**config.mk**
```make
export PLATFORM = sky130hd
export DESIGN_NAME = edge_bbox_overlay
export DESIGN_NICKNAME = d
export VERILOG_FILES = /design/src/rtl/vip_pkg.sv /design/src/rtl/vip_pixel_coord.sv /design/src/rtl/edge_bbox_overlay.sv
export SDC_FILE = /design/constraint.sdc
export NUM_CORES = 1
export LEC_CHECK = 0
export CORE_MARGIN = 3
export CORE_UTILIZATION = 45
export CTS_CLUSTER_SIZE = 25
export DETAILED_ROUTE_END_ITERATION = 8
export PLACE_DENSITY_LB_ADDON = 0.15
export SKIP_LAST_GASP = 1
export SLEW_MARGIN = 40
export SYNTH_ARGS = -nofsm -noshare
export SYNTH_HDL_FRONTEND = slang
export SYNTH_SLANG_ARGS = --single-unit
```
**constraint.sdc**
```tcl
create_clock -name clk -period 5.08 [get_ports clk]
set_input_delay 1.016 -clock clk [delete_from_list [all_inputs] [get_ports clk]]
set_output_delay 1.016 -clock clk [all_outputs]
set_load 0.005 [all_outputs]
```
**src/rtl/vip_pkg.sv**
```systemverilog
// vip_pkg: shared widths, RGB565 colours and FSM encoding for the vip video stages
package vip_pkg;
  localparam int COORD_W = 11;
  localparam int CNT_W = 21;
  localparam logic [15:0] RGB_BLACK = 16'h0000;
  localparam logic [15:0] RGB_WHITE = 16'hFFFF;
  localparam logic [15:0] RGB_RED = 16'hF800;
  typedef enum logic [1:0] {IDLE, ACTIVE, DONE} vip_state_e;
endpackage

```
**src/rtl/vip_pixel_coord.sv**
```systemverilog
// vip_pixel_coord: saturating pixel x/y counters and vsync edge strobes for a vsync/href/de stream
module vip_pixel_coord #(
  parameter int COORD_W = vip_pkg::COORD_W
) (
  input  logic               clk,
  input  logic               rst,
  input  logic               vsync,
  input  logic               href,
  input  logic               de,
  output logic [COORD_W-1:0] x,
  output logic [COORD_W-1:0] y,
  output logic               vs_rise,
  output logic               vs_fall
);
  localparam logic [COORD_W-1:0] SAT = '1;
  logic vs_d, href_d, href_fall;
  logic [COORD_W-1:0] x_q, y_q;
  assign vs_rise = vsync & ~vs_d;
  assign vs_fall = ~vsync & vs_d;
  assign href_fall = ~href & href_d;
  assign x = x_q;
  assign y = vs_rise ? '0 : y_q;
  // vs_d resets high so a frame already running when rst releases never looks like a new frame
  always_ff @(posedge clk or posedge rst)
    if (rst) begin
      vs_d <= 1'b1;
      href_d <= 1'b0;
      x_q <= '0;
      y_q <= '0;
    end else begin
      vs_d <= vsync;
      href_d <= href;
      x_q <= href_fall ? '0 : (de && x_q != SAT) ? x_q + 1'b1 : x_q;
      y_q <= vs_rise ? '0 : (href_fall && y_q != SAT) ? y_q + 1'b1 : y_q;
    end
endmodule

```
**src/rtl/edge_bbox_overlay.sv**
```systemverilog
// edge_bbox_overlay: per-frame bounding box and count of edge pixels, RGB565 re-emission with the
// previous frame's box drawn on top
module edge_bbox_overlay #(
  parameter int          IMG_W        = 640,
  parameter int          IMG_H        = 480,
  parameter int          COORD_W      = vip_pkg::COORD_W,
  parameter int          BORDER       = 2,
  parameter int          MIN_EDGE_CNT = 64,
  parameter logic [15:0] BOX_COLOR    = vip_pkg::RGB_RED
) (
  input  logic                      clk,
  input  logic                      rst,
  input  logic                      pre_frame_vsync,
  input  logic                      pre_frame_href,
  input  logic                      pre_frame_de,
  input  logic                      pre_img_bit,
  output logic                      post_frame_vsync,
  output logic                      post_frame_href,
  output logic                      post_frame_de,
  output logic [15:0]               post_rgb,
  output logic [COORD_W-1:0]        box_x_min,
  output logic [COORD_W-1:0]        box_x_max,
  output logic [COORD_W-1:0]        box_y_min,
  output logic [COORD_W-1:0]        box_y_max,
  output logic [vip_pkg::CNT_W-1:0] edge_cnt,
  output logic                      box_found,
  output logic                      box_valid
);
  import vip_pkg::*;
  localparam logic [COORD_W-1:0] X_LO = COORD_W'(BORDER);
  localparam logic [COORD_W-1:0] X_HI = COORD_W'(IMG_W - BORDER);
  localparam logic [COORD_W-1:0] Y_LO = COORD_W'(BORDER);
  localparam logic [COORD_W-1:0] Y_HI = COORD_W'(IMG_H - BORDER);
  localparam logic [CNT_W-1:0] CNT_MIN = CNT_W'(MIN_EDGE_CNT);
  logic [COORD_W-1:0] x, y;
  logic vs_rise, vs_fall;
  vip_state_e state, state_nxt;
  logic clear, accum, publish, hit, take, perim, found;
  logic [COORD_W-1:0] acc_x_min, acc_x_max, acc_y_min, acc_y_max;
  logic [COORD_W-1:0] base_x_min, base_x_max, base_y_min, base_y_max;
  logic [CNT_W-1:0] acc_cnt, base_cnt;
  vip_pixel_coord #(.COORD_W(COORD_W)) u_coord (
    .clk     (clk),
    .rst     (rst),
    .vsync   (pre_frame_vsync),
    .href    (pre_frame_href),
    .de      (pre_frame_de),
    .x       (x),
    .y       (y),
    .vs_rise (vs_rise),
    .vs_fall (vs_fall)
  );
  assign hit = pre_frame_de && pre_img_bit && x >= X_LO && x < X_HI && y >= Y_LO && y < Y_HI;
  always_ff @(posedge clk or posedge rst)
    if (rst) state <= IDLE;
    else state <= state_nxt;
  // a new frame clears and accumulates in the same cycle, so its first pixel is never lost
  always_comb begin
    state_nxt = state;
    clear = 1'b0;
    accum = 1'b0;
    publish = 1'b0;
    case (state)
      IDLE: begin
        state_nxt = vs_rise ? ACTIVE : IDLE;
        clear = vs_rise;
        accum = vs_rise;
      end
      ACTIVE: begin
        state_nxt = vs_fall ? DONE : ACTIVE;
        publish = vs_fall;
        accum = ~vs_fall;
      end
      DONE: begin
        state_nxt = vs_rise ? ACTIVE : IDLE;
        clear = vs_rise;
        accum = vs_rise;
      end
      default: state_nxt = IDLE;
    endcase
  end
  always_comb begin
    base_x_min = clear ? '1 : acc_x_min;
    base_x_max = clear ? '0 : acc_x_max;
    base_y_min = clear ? '1 : acc_y_min;
    base_y_max = clear ? '0 : acc_y_max;
    base_cnt = clear ? '0 : acc_cnt;
    take = accum && hit;
  end
  always_ff @(posedge clk or posedge rst)
    if (rst) begin
      acc_x_min <= '0;
      acc_x_max <= '0;
      acc_y_min <= '0;
      acc_y_max <= '0;
      acc_cnt <= '0;
    end else begin
      acc_x_min <= (take && x < base_x_min) ? x : base_x_min;
      acc_x_max <= (take && x > base_x_max) ? x : base_x_max;
      acc_y_min <= (take && y < base_y_min) ? y : base_y_min;
      acc_y_max <= (take && y > base_y_max) ? y : base_y_max;
      acc_cnt <= (take && base_cnt != '1) ? base_cnt + 1'b1 : base_cnt;
    end
  assign found = acc_cnt >= CNT_MIN;
  always_ff @(posedge clk or posedge rst)
    if (rst) begin
      box_valid <= 1'b0;
      box_found <= 1'b0;
      edge_cnt <= '0;
      box_x_min <= '0;
      box_x_max <= '0;
      box_y_min <= '0;
      box_y_max <= '0;
    end else begin
      box_valid <= publish;
      if (publish) begin
        edge_cnt <= acc_cnt;
        box_found <= found;
        box_x_min <= found ? acc_x_min : '0;
        box_x_max <= found ? acc_x_max : '0;
        box_y_min <= found ? acc_y_min : '0;
        box_y_max <= found ? acc_y_max : '0;
      end
    end
  // box registers only change during vsync-low blanking, so the overlay always shows the last full frame
  assign perim = box_found &&
    (((x == box_x_min || x == box_x_max) && y >= box_y_min && y <= box_y_max) ||
     ((y == box_y_min || y == box_y_max) && x >= box_x_min && x <= box_x_max));
  always_ff @(posedge clk or posedge rst)
    if (rst) begin
      post_frame_vsync <= 1'b0;
      post_frame_href <= 1'b0;
      post_frame_de <= 1'b0;
      post_rgb <= '0;
    end else begin
      post_frame_vsync <= pre_frame_vsync;
      post_frame_href <= pre_frame_href;
      post_frame_de <= pre_frame_de;
      post_rgb <= !pre_frame_de ? '0 : perim ? BOX_COLOR : pre_img_bit ? RGB_BLACK : RGB_WHITE;
    end
endmodule

```
==> Word level (Yosys, flattened, before mapping) <==
Cells that the tools add are included.
{ "classes": {"bitwise_logic": 7, "div": 0, "n_addsub": 3, "n_lt_le_gt_ge": 13, "muxes": 28, "n_mul": 0, "reduce_logical": 25, "eq_ne": 9, "n_shift": 0} }
{ "ops": {"columns": ["cell", "count"], "rows": [
  ["$mux W11", 17],
  ["$mux W16", 3],
  ["$eq A11 B11 Y1", 4],
  ["$mux W21", 2],
  ["$add A11 B1 Y11 const B", 2],
  ["$ge A11 B11 Y1", 2],
  ["$ge A11 B2 Y1 const B", 2],
  ["$gt A11 B11 Y1", 2],
  ["$le A11 B11 Y1", 2],
  ["$lt A11 B11 Y1", 2],
  ["$ne A11 B11 Y1 const B", 2],
  ["$add A21 B1 Y21 const B", 1],
  ["$ge A21 B7 Y1 const B", 1],
  ["$ne A21 B21 Y1 const B", 1],
  ["$logic_and A1 B1 Y1", 18],
  ["$lt A11 B10 Y1 const B", 1],
  ["$lt A11 B9 Y1 const B", 1],
  ["$not A1 Y1", 4],
  ["$pmux W2 S2", 1],
  ["$reduce_bool A2 Y1", 2],
  ["$and A1 B1 Y1", 3],
  ["$logic_or A1 B1 Y1", 3],
  ["$mux W1", 3],
  ["$eq A2 B1 Y1 const B", 1],
  ["5 further kinds", 5]
]} }
{ "totals": {"mem_count": 0, "out_inout_bits": 86, "latchBits": 0, "regBits": 176, "inputBits": 6, "ram_bits": 0, "romBits": 0} }

==> Logic depth before layout (Yosys ltp) <==
Gate-level depths: netlist (run 1).
{ "logic_depth": {"depth_word": 11, "mapped_depth": 14, "mapped_depth_nobuf": 11} }

==> Modules after synthesis <==
Synthesis (run 1) repeated with hierarchy kept, for this count alone.
{ "unflattened": {"cells_unflattened": 964, "area_unflattened_um2": 9211.3} }
{ "by_module_without_submodules": {"columns": ["module", "area_per_inst_um2", "n_inst", "cells_per_inst"], "rows": [
  ["edge_bbox_overlay", 7901.3, 1, 832],
  ["vip_pixel_coord", 1310.0, 1, 132]
]} }

==> Worst setup path before layout (run 1) <==
OpenSTA, ideal clock, no wires.
{ "synth_path": {"kind": "input to register", "start": "input pre_frame_vsync", "end": "register acc_y_max[4]", "required_time_ns": 5.000, "stages": 12, "t_arrival_ns": 3.549, "slack_ns": 1.451, "path_cell_list": "or3b_1 -> buf_6 -> clkbuf_1 -> clkbuf_1 -> nand2_1 -> ha_1 -> a21o_1 -> a21o_1 -> a2111o_1 -> o211ai_1 -> buf_2 -> mux2i_1"} }
{ "synth_between": {"elab_chain_len": 8, "word_cells_on_any_way": 16, "classes_between": "order compare (3); mux (5); bitwise (4); reduce/logical (4)"} }
{ "synth_lines": {"columns": ["element", "line_no", "rtl"], "rows": [
  ["start: declaration", "edge_bbox_overlay.sv:13", "input logic pre_frame_vsync,"],
  ["$and A1 B1 Y1", "vip_pixel_coord.sv:18", "assign vs_rise = vsync & ~vs_d;"],
  ["$mux W11", "vip_pixel_coord.sv:22", "assign y = vs_rise ? '0 : y_q;"],
  ["$ge A11 B2 Y1", "edge_bbox_overlay.sv:53", "assign hit = pre_frame_de && pre_img_bit && x >= X_LO && x < X_HI && y >= Y_LO && y < Y_HI;"],
  ["$logic_and A1 B1 Y1 (2 in a row)", "edge_bbox_overlay.sv:53", null],
  ["$logic_and A1 B1 Y1", "edge_bbox_overlay.sv:88", "take = accum && hit;"],
  ["$logic_and A1 B1 Y1", "edge_bbox_overlay.sv:101", "acc_y_max <= (take && y > base_y_max) ? y : base_y_max;"],
  ["$mux W11 *", "edge_bbox_overlay.sv:101", null],
  ["end signal: assignment", "edge_bbox_overlay.sv:101", null],
  ["end: declaration", "edge_bbox_overlay.sv:39", "logic [COORD_W-1:0] acc_x_min, acc_x_max, acc_y_min, acc_y_max;"]
]} }
Every way passes the cells marked *; elsewhere a longest branch is shown, timed or not.
A chain may end at the register's enable or synchronous reset.

==> Final worst setup path (run 1) <==
{ "layout_path": {"start": "input pre_frame_vsync", "end": "register post_rgb[10]"} }
{ "layout_between": {"elab_chain_len": 10, "word_cells_on_any_way": 15, "classes_between": "order compare (2); eq/ne (2); mux (3); bitwise (1); reduce/logical (7)"} }
{ "layout_lines": {"columns": ["element", "line_no", "rtl"], "rows": [
  ["$and A1 B1 Y1 *", "vip_pixel_coord.sv:18", null],
  ["$mux W11 *", "vip_pixel_coord.sv:22", null],
  ["branches (longest 4 deep; another with $ge A11 B11 Y1)", null, null],
  ["$logic_or A1 B1 Y1 *", "edge_bbox_overlay.sv:127", "(((x == box_x_min || x == box_x_max) && y >= box_y_min && y <= box_y_max) ||"],
  ["$logic_and A1 B1 Y1 *", "edge_bbox_overlay.sv:126", "assign perim = box_found &&"],
  ["$mux W16 * (2 in a row)", "edge_bbox_overlay.sv:139", "post_rgb <= !pre_frame_de ? '0 : perim ? BOX_COLOR : pre_img_bit ? RGB_BLACK : RGB_WHITE;"],
  ["end signal: assignment", "edge_bbox_overlay.sv:139", null],
  ["end: declaration", "edge_bbox_overlay.sv:20", "output logic [15:0] post_rgb,"]
]} }
Every way passes the cells marked *.

==> impl_metrics.env, run 1 <==
export IMPL_max_vdd_ir_drop_uv=250
export IMPL_synth_adder_area_share_pct=11.8
export IMPL_drt_first_pass_iters=5
export IMPL_yosys_warnings=0
export IMPL_antenna_found_initial=0
export IMPL_synth_area_per_cell_um2=9.34
export IMPL_grt_setup_unrepaired="no"
export IMPL_drt_total_wl_um=23400
export IMPL_syn_num_nets=1060
export IMPL_drt_first_iter_violations=503
export IMPL_worst_path_dominant_cell_family="compound AO/OA/AOI/OAI gates"
export IMPL_yosysTopAreaCell="sky130_fd_sc_hd__dfrtp_1"
export IMPL_cts_sinks=162
export IMPL_number_of_enable_flip_flop_cells_after_synthesis=0
export IMPL_ys_seq_elements=162
export IMPL_hold_path_startpoint="edge_cnt[0]"
export IMPL_floorplan_io_pins=92
export IMPL_cellPowerDensity_nw_per_um2=316
export IMPL_nNetsFinal=1137
export IMPL_areaGrowthSynthToFinish_pct=19.5
export IMPL_cts_root_to_sink_buffers=2
export IMPL_grt_pass1_vias=7347
export IMPL_synth_top_family_by_area="simple AND/OR/NAND/NOR gates"
export IMPL_detail_route_vias_per_cell=5.44
export IMPL_wl_met3_um=1070
export IMPL_antennaDiodeCount=0
export IMPL_achievable_frequency_mhz=247
export IMPL_route_top_layer_used="met4"
export IMPL_status="finished, final reports clean"
export IMPL_synth_compound_area_share_pct=11.4
export IMPL_yosys_top_cells_count="163 x sky130_fd_sc_hd__nand2_1, 161 x sky130_fd_sc_hd__dfrtp_1, 83 x sky130_fd_sc_hd__ha_1"
export IMPL_netlist_area_um2=9070
export IMPL_post_cts_resize_count=0
export IMPL_gp_congestion=0.910
export IMPL_io_buffer_count=91
export IMPL_clk_root_buffer_cell="sky130_fd_sc_hd__clkbuf_16"
export IMPL_std_cell_rows=51
export IMPL_synth_xor_area_share_pct=2.51
export IMPL_required_time_worst_endpoint_ps=5400
export IMPL_ys_async_sr_fraction_pct=100
export IMPL_post_dp_hpwl_um=17000
export IMPL_hold_buffers=0
export IMPL_worstSetupStartpointType="primary input"
export IMPL_maximum_number_of_pins_on_one_net_before_global_route_repair=104
export IMPL_synth_ff_type="sky130_fd_sc_hd__dfrtp_1"
export IMPL_crit_path_cell_count=11
export IMPL_crit_reg2reg_launch="u_coord.vs_d"
export IMPL_clock_skew_final_ps=8.28
export IMPL_die_width_um=148
export IMPL_initial_core_utilization_pct=46.2
export IMPL_multiInputGateArea_um2=4510
export IMPL_postSynthCellCount=971
export IMPL_reg2regPathDepth=10
export IMPL_post_synth_mux_area_share_pct=3.45
export IMPL_dominant_cell_by_count_in_the_synthesized_netlist="sky130_fd_sc_hd__nand2_1"
export IMPL_yosys_area_top_type_share_pct=44.4
export IMPL_highest_delay_cell_along_the_critical_path="sky130_fd_sc_hd__o41ai_1"
export IMPL_synthSimpleGateAreaFrac_pct=20.3
export IMPL_timing_critical_path_fanout_max=10
export IMPL_drt_antenna_violating_nets=0
export IMPL_ys_types=69
export IMPL_fraction_of_the_cycle_the_final_worst_path_needs_pct=79.7
export IMPL_cp_cell_sequence="clkdlybuf4s50_1, nand2b_1, buf_4, and2_1, ha_1, and4_1, nand2_1, a21o_1, o41ai_1, nand4_1, a31o_2"
export IMPL_slew_headroom_pct=47.6
export IMPL_slew_worst_pin_ps=776
export IMPL_final_hold_violation_count=0
export IMPL_hp_class="reg -> reg"
export IMPL_arrival_ps=4370
export IMPL_criticalPathCategory="in -> reg"
export IMPL_synth_seq_area_share_pct=44.7
export IMPL_cts_buffers=17
export IMPL_max_cap_viol_count=0
export IMPL_grt_pass1_wl_um=39100
export IMPL_cp_end_kind="flop"
export IMPL_timing_setup_tns_ps=0
export IMPL_cts_htree_levels=4
export IMPL_postLayoutCoreUtil_pct=55.2
export IMPL_met2_wirelength_um=10700
export IMPL_leakage_nw=5.07
export IMPL_dr_total_vias=7218
export IMPL_floorplan_die_area_um2=21900
export IMPL_clock_pin_slew_on_the_worst_setup_and_hold_paths_ps=70
export IMPL_area_sequential_um2=4060
export IMPL_drc=0
export IMPL_routed_wire_length_per_instance_um=17.6
export IMPL_synth_area_top_cells="sky130_fd_sc_hd__dfrtp_1 44%, sky130_fd_sc_hd__ha_1 11%, sky130_fd_sc_hd__nand2_1 6.7%, sky130_fd_sc_hd__mux2i_1 3.2%, sky130_fd_sc_hd__o21ai_0 3.2%"
export IMPL_shortest_clock_period_the_worst_path_allows_after_layout_ps=4050
export IMPL_max_stage_delay_on_crit_path_ps=630
export IMPL_timing_max_transition_violations_final=0
export IMPL_global_route_overflow_total=0
export IMPL_cts_tree="yes"
export IMPL_fraction_of_layout_instances_using_a_drive_strength_above_1_pct=6.41
export IMPL_filler_cell_count=1839
export IMPL_worstPathBufferInverterCount=2
export IMPL_worstHoldPathCells=2
export IMPL_detail_route_wirelength_met1_um=11100
export IMPL_timing_hold_ws_ps=472
export IMPL_post_cts_buffers=0
export IMPL_timing_critical_path_from="pre_frame_vsync"
export IMPL_chipHeight_um=148
export IMPL_grt_usage_pct=22.4
export IMPL_clk_insertion_delay_late_ps=430
export IMPL_timing_final_setup_violations=0
export IMPL_fp_coreArea_um2=19700
registers in the layout, indices dropped and copies added, names as in the netlist, 2 cells and up:
register / cells
box_x_min: 11
acc_cnt: 21
state: 2
edge_cnt: 21
acc_x_min: 11
u_coord.x: 11
acc_y_max: 11
acc_y_min: 11
box_y_max: 11
acc_x_max: 11
box_y_min: 11
post_rgb: 2
box_x_max: 11
u_coord.y_q: 11
worst reg2reg max path, delay by kind of cell (launching register included):
family / cells / cell delay (ps)
compound gates: 3 / 1120
fa+ha+maj: 1 / 180
buf+inv: 1 / 220
flops: 1 / 570
simple gates: 5 / 1200
metrics by stage:
stage | setup slack [ps] | instances | area (um^2) | power, mW
floorplan | 1450 | 971 | 9070 | 1.90
global placement | 703 | 1292 | 10200 | 2.15
detailed placement | 656 | 1294 | 10300 | 2.16
CTS | 1080 | 1326 | 10800 | 3.46
global route | 920 | 1326 | 10800 | 3.60
finish | 1030 | 1326 | 10800 | 3.42
power by group:
part	internal [mW]	switching, mW	leakage (nW)	total [mW]
Sequential	1.36	0.0923	2.14	1.46
Combinational	0.317	0.359	2.65	0.675
Clock	0.750	0.542	0.282	1.29
worst paths after layout:
| check | endpoint | slack, ps |
|---|---|---|
| max | post_rgb[10] | 1030 |
| min | edge_cnt[0] | 470 |
| max reg2reg | post_rgb[10] | 1670 |
| min reg2reg | edge_cnt[0] | 470 |
| max in group asynchronous | box_x_min[9] | 3240 |
| min in group asynchronous | box_valid | 1010 |
cell families (layout without fill, tap and decap cells):
logic type,count (synthesis),count (layout)
buffers and inverters,123,213
AND/OR/NAND/NOR,381,381
AO/OA/AOI/OAI,162,162
multiplexers,31,31
adder cells (fa/ha/maj),86,86
flip-flops,162,162
XOR/XNOR,26,26
layer usage:
layer / GRT usage (%) / up-vias
met3: 4.29 / 35
met4: 7.16 / 0
met2: 35.2 / 167
met1: 31.5 / 3520
li1: - / 3496
met5: 0 / -
cell usage in the layout (no fill, tap or decap), types with 9 or more instances in the layout:
master | netlist | final
sky130_fd_sc_hd__a21o_1 | 11 | 11
sky130_fd_sc_hd__a21oi_1 | 35 | 35
sky130_fd_sc_hd__a22o_1 | 9 | 9
sky130_fd_sc_hd__and3_1 | 12 | 12
sky130_fd_sc_hd__buf_4 | 15 | 16
sky130_fd_sc_hd__clkbuf_16 | 0 | 17
sky130_fd_sc_hd__clkdlybuf4s50_1 | 0 | 91
sky130_fd_sc_hd__dfrtp_1 | 161 | 161
sky130_fd_sc_hd__ha_1 | 83 | 83
sky130_fd_sc_hd__inv_1 | 71 | 70
sky130_fd_sc_hd__mux2i_1 | 29 | 29
sky130_fd_sc_hd__nand2_1 | 163 | 163
sky130_fd_sc_hd__nand2b_1 | 16 | 15
sky130_fd_sc_hd__nand3_1 | 16 | 16
sky130_fd_sc_hd__nand4_1 | 22 | 22
sky130_fd_sc_hd__nor2_1 | 77 | 77
sky130_fd_sc_hd__nor2b_1 | 13 | 12
sky130_fd_sc_hd__nor3_1 | 9 | 9
sky130_fd_sc_hd__nor4_1 | 13 | 13
sky130_fd_sc_hd__o21ai_0 | 58 | 58
sky130_fd_sc_hd__xnor2_1 | 13 | 13
sky130_fd_sc_hd__xor2_1 | 13 | 13
cell type report:
class | count | area share, %
repair buffers | 110 | 9.99
flip-flops and latches | 162 | 37.4
clock inverters | 12 | 1.22
inverters | 71 | 2.49
multi-input cells | 686 | 41.6
clock buffers | 20 | 4.21
well taps | 265 | 3.06
No activity file was read; power rests on OpenSTA's default activity.
==> inputs of run 2 (changes only) <==
- clock period: 5.08 -> 3.3 ns (I/O delays scaled with it)
==> impl_metrics.env, run 2 (same netlist as run 1, synthesis figures left out) <==
export IMPL_leakage_nw=5.44
export IMPL_max_stage_delay_on_crit_path_ps=460
export IMPL_drt_antenna_violating_nets=0
export IMPL_cp_cell_sequence="dlymetal6s2s_1, or3b_1, buf_4, and2_1, ha_1, nand3_2, nor3b_2, a311oi_4, nand3_2, or3_1, a21oi_1"
export IMPL_hp_class="in -> reg"
export IMPL_clock_pin_slew_on_the_worst_setup_and_hold_paths_ps=60
export IMPL_clk_insertion_delay_late_ps=430
export IMPL_hold_buffers=0
export IMPL_floorplan_io_pins=92
export IMPL_timing_hold_ws_ps=473
export IMPL_timing_setup_tns_ps=0
export IMPL_grt_usage_pct=22.9
export IMPL_arrival_ps=3200
export IMPL_clk_root_buffer_cell="sky130_fd_sc_hd__clkbuf_16"
export IMPL_dr_total_vias=7438
export IMPL_post_dp_hpwl_um=17700
export IMPL_clock_skew_final_ps=7.64
export IMPL_std_cell_rows=51
export IMPL_fp_coreArea_um2=19700
export IMPL_grt_setup_unrepaired="no"
export IMPL_maximum_number_of_pins_on_one_net_before_global_route_repair=114
export IMPL_grt_met2_usage_pct=36.5
export IMPL_areaGrowthSynthToFinish_pct=26.1
export IMPL_detail_route_vias_per_cell=5.30
export IMPL_cts_sinks=162
export IMPL_routed_wire_length_per_instance_um=16.9
export IMPL_totalPowerFinal_mw=5.34
export IMPL_cts_buffers=17
export IMPL_grt_pass1_vias=7349
export IMPL_largestRegisters="acc_cnt: 21 flops, edge_cnt: 21 flops"
export IMPL_gr_usage_met1_pct=32.7
export IMPL_finish_instance_area_um2=11400
export IMPL_floorplan_die_area_um2=21900
export IMPL_initial_core_utilization_pct=46.2
export IMPL_timing_final_setup_violations=0
export IMPL_slew_headroom_pct=57.3
export IMPL_max_cap_viol_count=0
export IMPL_shortest_clock_period_the_worst_path_allows_after_layout_ps=2850
export IMPL_reg2regPathDepth=10
export IMPL_worst_path_most_repeated_cell="sky130_fd_sc_hd__nand3_2"
export IMPL_antenna_found_initial=0
export IMPL_drt_first_pass_iters=5
export IMPL_status="finished, final reports clean"
export IMPL_multiInputGateArea_um2=4530
export IMPL_criticalPathCategory="in -> reg"
export IMPL_cts_root_to_sink_buffers=2
export IMPL_timing_critical_path_fanout_max=13
export IMPL_drt_first_iter_violations=530
export IMPL_fraction_of_the_cycle_the_final_worst_path_needs_pct=86.2
export IMPL_max_vdd_ir_drop_uv=431
export IMPL_grt_pass1_wl_um=39500
export IMPL_final_hold_violation_count=0
export IMPL_antennaDiodeCount=0
export IMPL_cp_end_kind="flop"
export IMPL_postLayoutCoreUtil_pct=58.2
export IMPL_gp_congestion=0.858
export IMPL_filler_cell_count=1801
export IMPL_cts_htree_levels=4
export IMPL_chipHeight_um=148
export IMPL_io_buffer_count=91
export IMPL_die_width_um=148
export IMPL_slew_worst_pin_ps=641
export IMPL_worstSetupStartpointType="primary input"
export IMPL_most_common_layout_cells="163 x sky130_fd_sc_hd__nand2_1, 161 x sky130_fd_sc_hd__dfrtp_1, 93 x sky130_fd_sc_hd__buf_4, 90 x sky130_fd_sc_hd__clkdlybuf4s50_1, 83 x sky130_fd_sc_hd__ha_1"
export IMPL_highest_delay_cell_along_the_critical_path="sky130_fd_sc_hd__or3b_1"
export IMPL_placedInstanceArea_um2=10800
export IMPL_nNetsFinal=1214
export IMPL_top_usage_layer="met2"
export IMPL_layout_cells_most_common="sky130_fd_sc_hd__nand2_1"
export IMPL_worstHoldPathCells=1
export IMPL_timing_max_transition_violations_final=0
export IMPL_required_time_worst_endpoint_ps=3660
export IMPL_cellPowerDensity_nw_per_um2=467
export IMPL_fraction_of_layout_instances_using_a_drive_strength_above_1_pct=12.7
export IMPL_global_route_overflow_total=0
export IMPL_drc=0
export IMPL_cts_tree="yes"
export IMPL_achievable_frequency_mhz=351
export IMPL_area_sequential_um2=4060
export IMPL_groute_layer_met3_usage_pct=4.11
export IMPL_drt_total_wl_um=23700
==> run 2: changes by cell type in the layout (fill, tap and decap cells not counted), sizes merged <==
cell / previous run / this run
clkinv: 6 / 2
buf: 19 / 96
clkinvlp: 4 / 7
inv: 71 / 72
clkdlybuf4s50: 91 / 90
dlymetal6s2s: 0 / 1
==> run 2: worst max-delay path, delay by kind of cell <==
kind / cells / cell delay [ps]
compound gates: 2 / 510
fa+ha+maj: 1 / 230
buf+inv: 2 / 470
simple gates: 6 / 1330
==> run 2: area by class of cell <==
cell class,count,area share [%]
clock inverters,12,1.16
inverters,71,2.36
repair buffers,187,14.6
well taps,265,2.90
multi-input cells,686,39.6
clock buffers,20,3.91
flip-flops and latches,162,35.5
==> run 2: per-layer routing <==
layer	vias to the layer above	part of all wire, %	routed length (um)
met3	35	3.8	903
li1	3680	-	-
met4	0	1.8	430
met1	3570	48	11400
met2	153	46	11000
met5	-	0	0
==> run 2: what timing repair did <==
| action | 4_1_cts | 5_1_grt |
|---|---|---|
| cloned | 0 | 0 |
| setup endpoints to repair | 8 | 34 |
| buffers inserted | 0 | 0 |
| resized for setup | 2 | 4 |
==> run 2: path summary, 6_finish.rpt <==
check / startpoint / endpoint / slack, ps
setup / recovery: pre_frame_vsync / acc_cnt[17] / 450
hold / removal: pre_frame_vsync / u_coord.vs_d / 470
setup reg to reg: u_coord.vs_d / acc_y_min[8] / 470
hold reg to reg: edge_cnt[7] / edge_cnt[7] / 470
max in group asynchronous: rst / acc_y_max[1] / 2060
min in group asynchronous: rst / box_valid / 710
==> run 2: through the flow <==
step | worst slack [ps] | instances
global placement | -457 | 1371
finish | 455 | 1403
CTS | 15.4 | 1403
detailed placement | -522 | 1371
global route | 251 | 1403
floorplan | 27.3 | 971
==> run 2: report_power, final <==
group / internal [mW] / switching, mW
combinational: 0.571 / 0.583
clock: 1.13 / 0.820
sequential: 2.10 / 0.130
total: 3.81 / 1.53
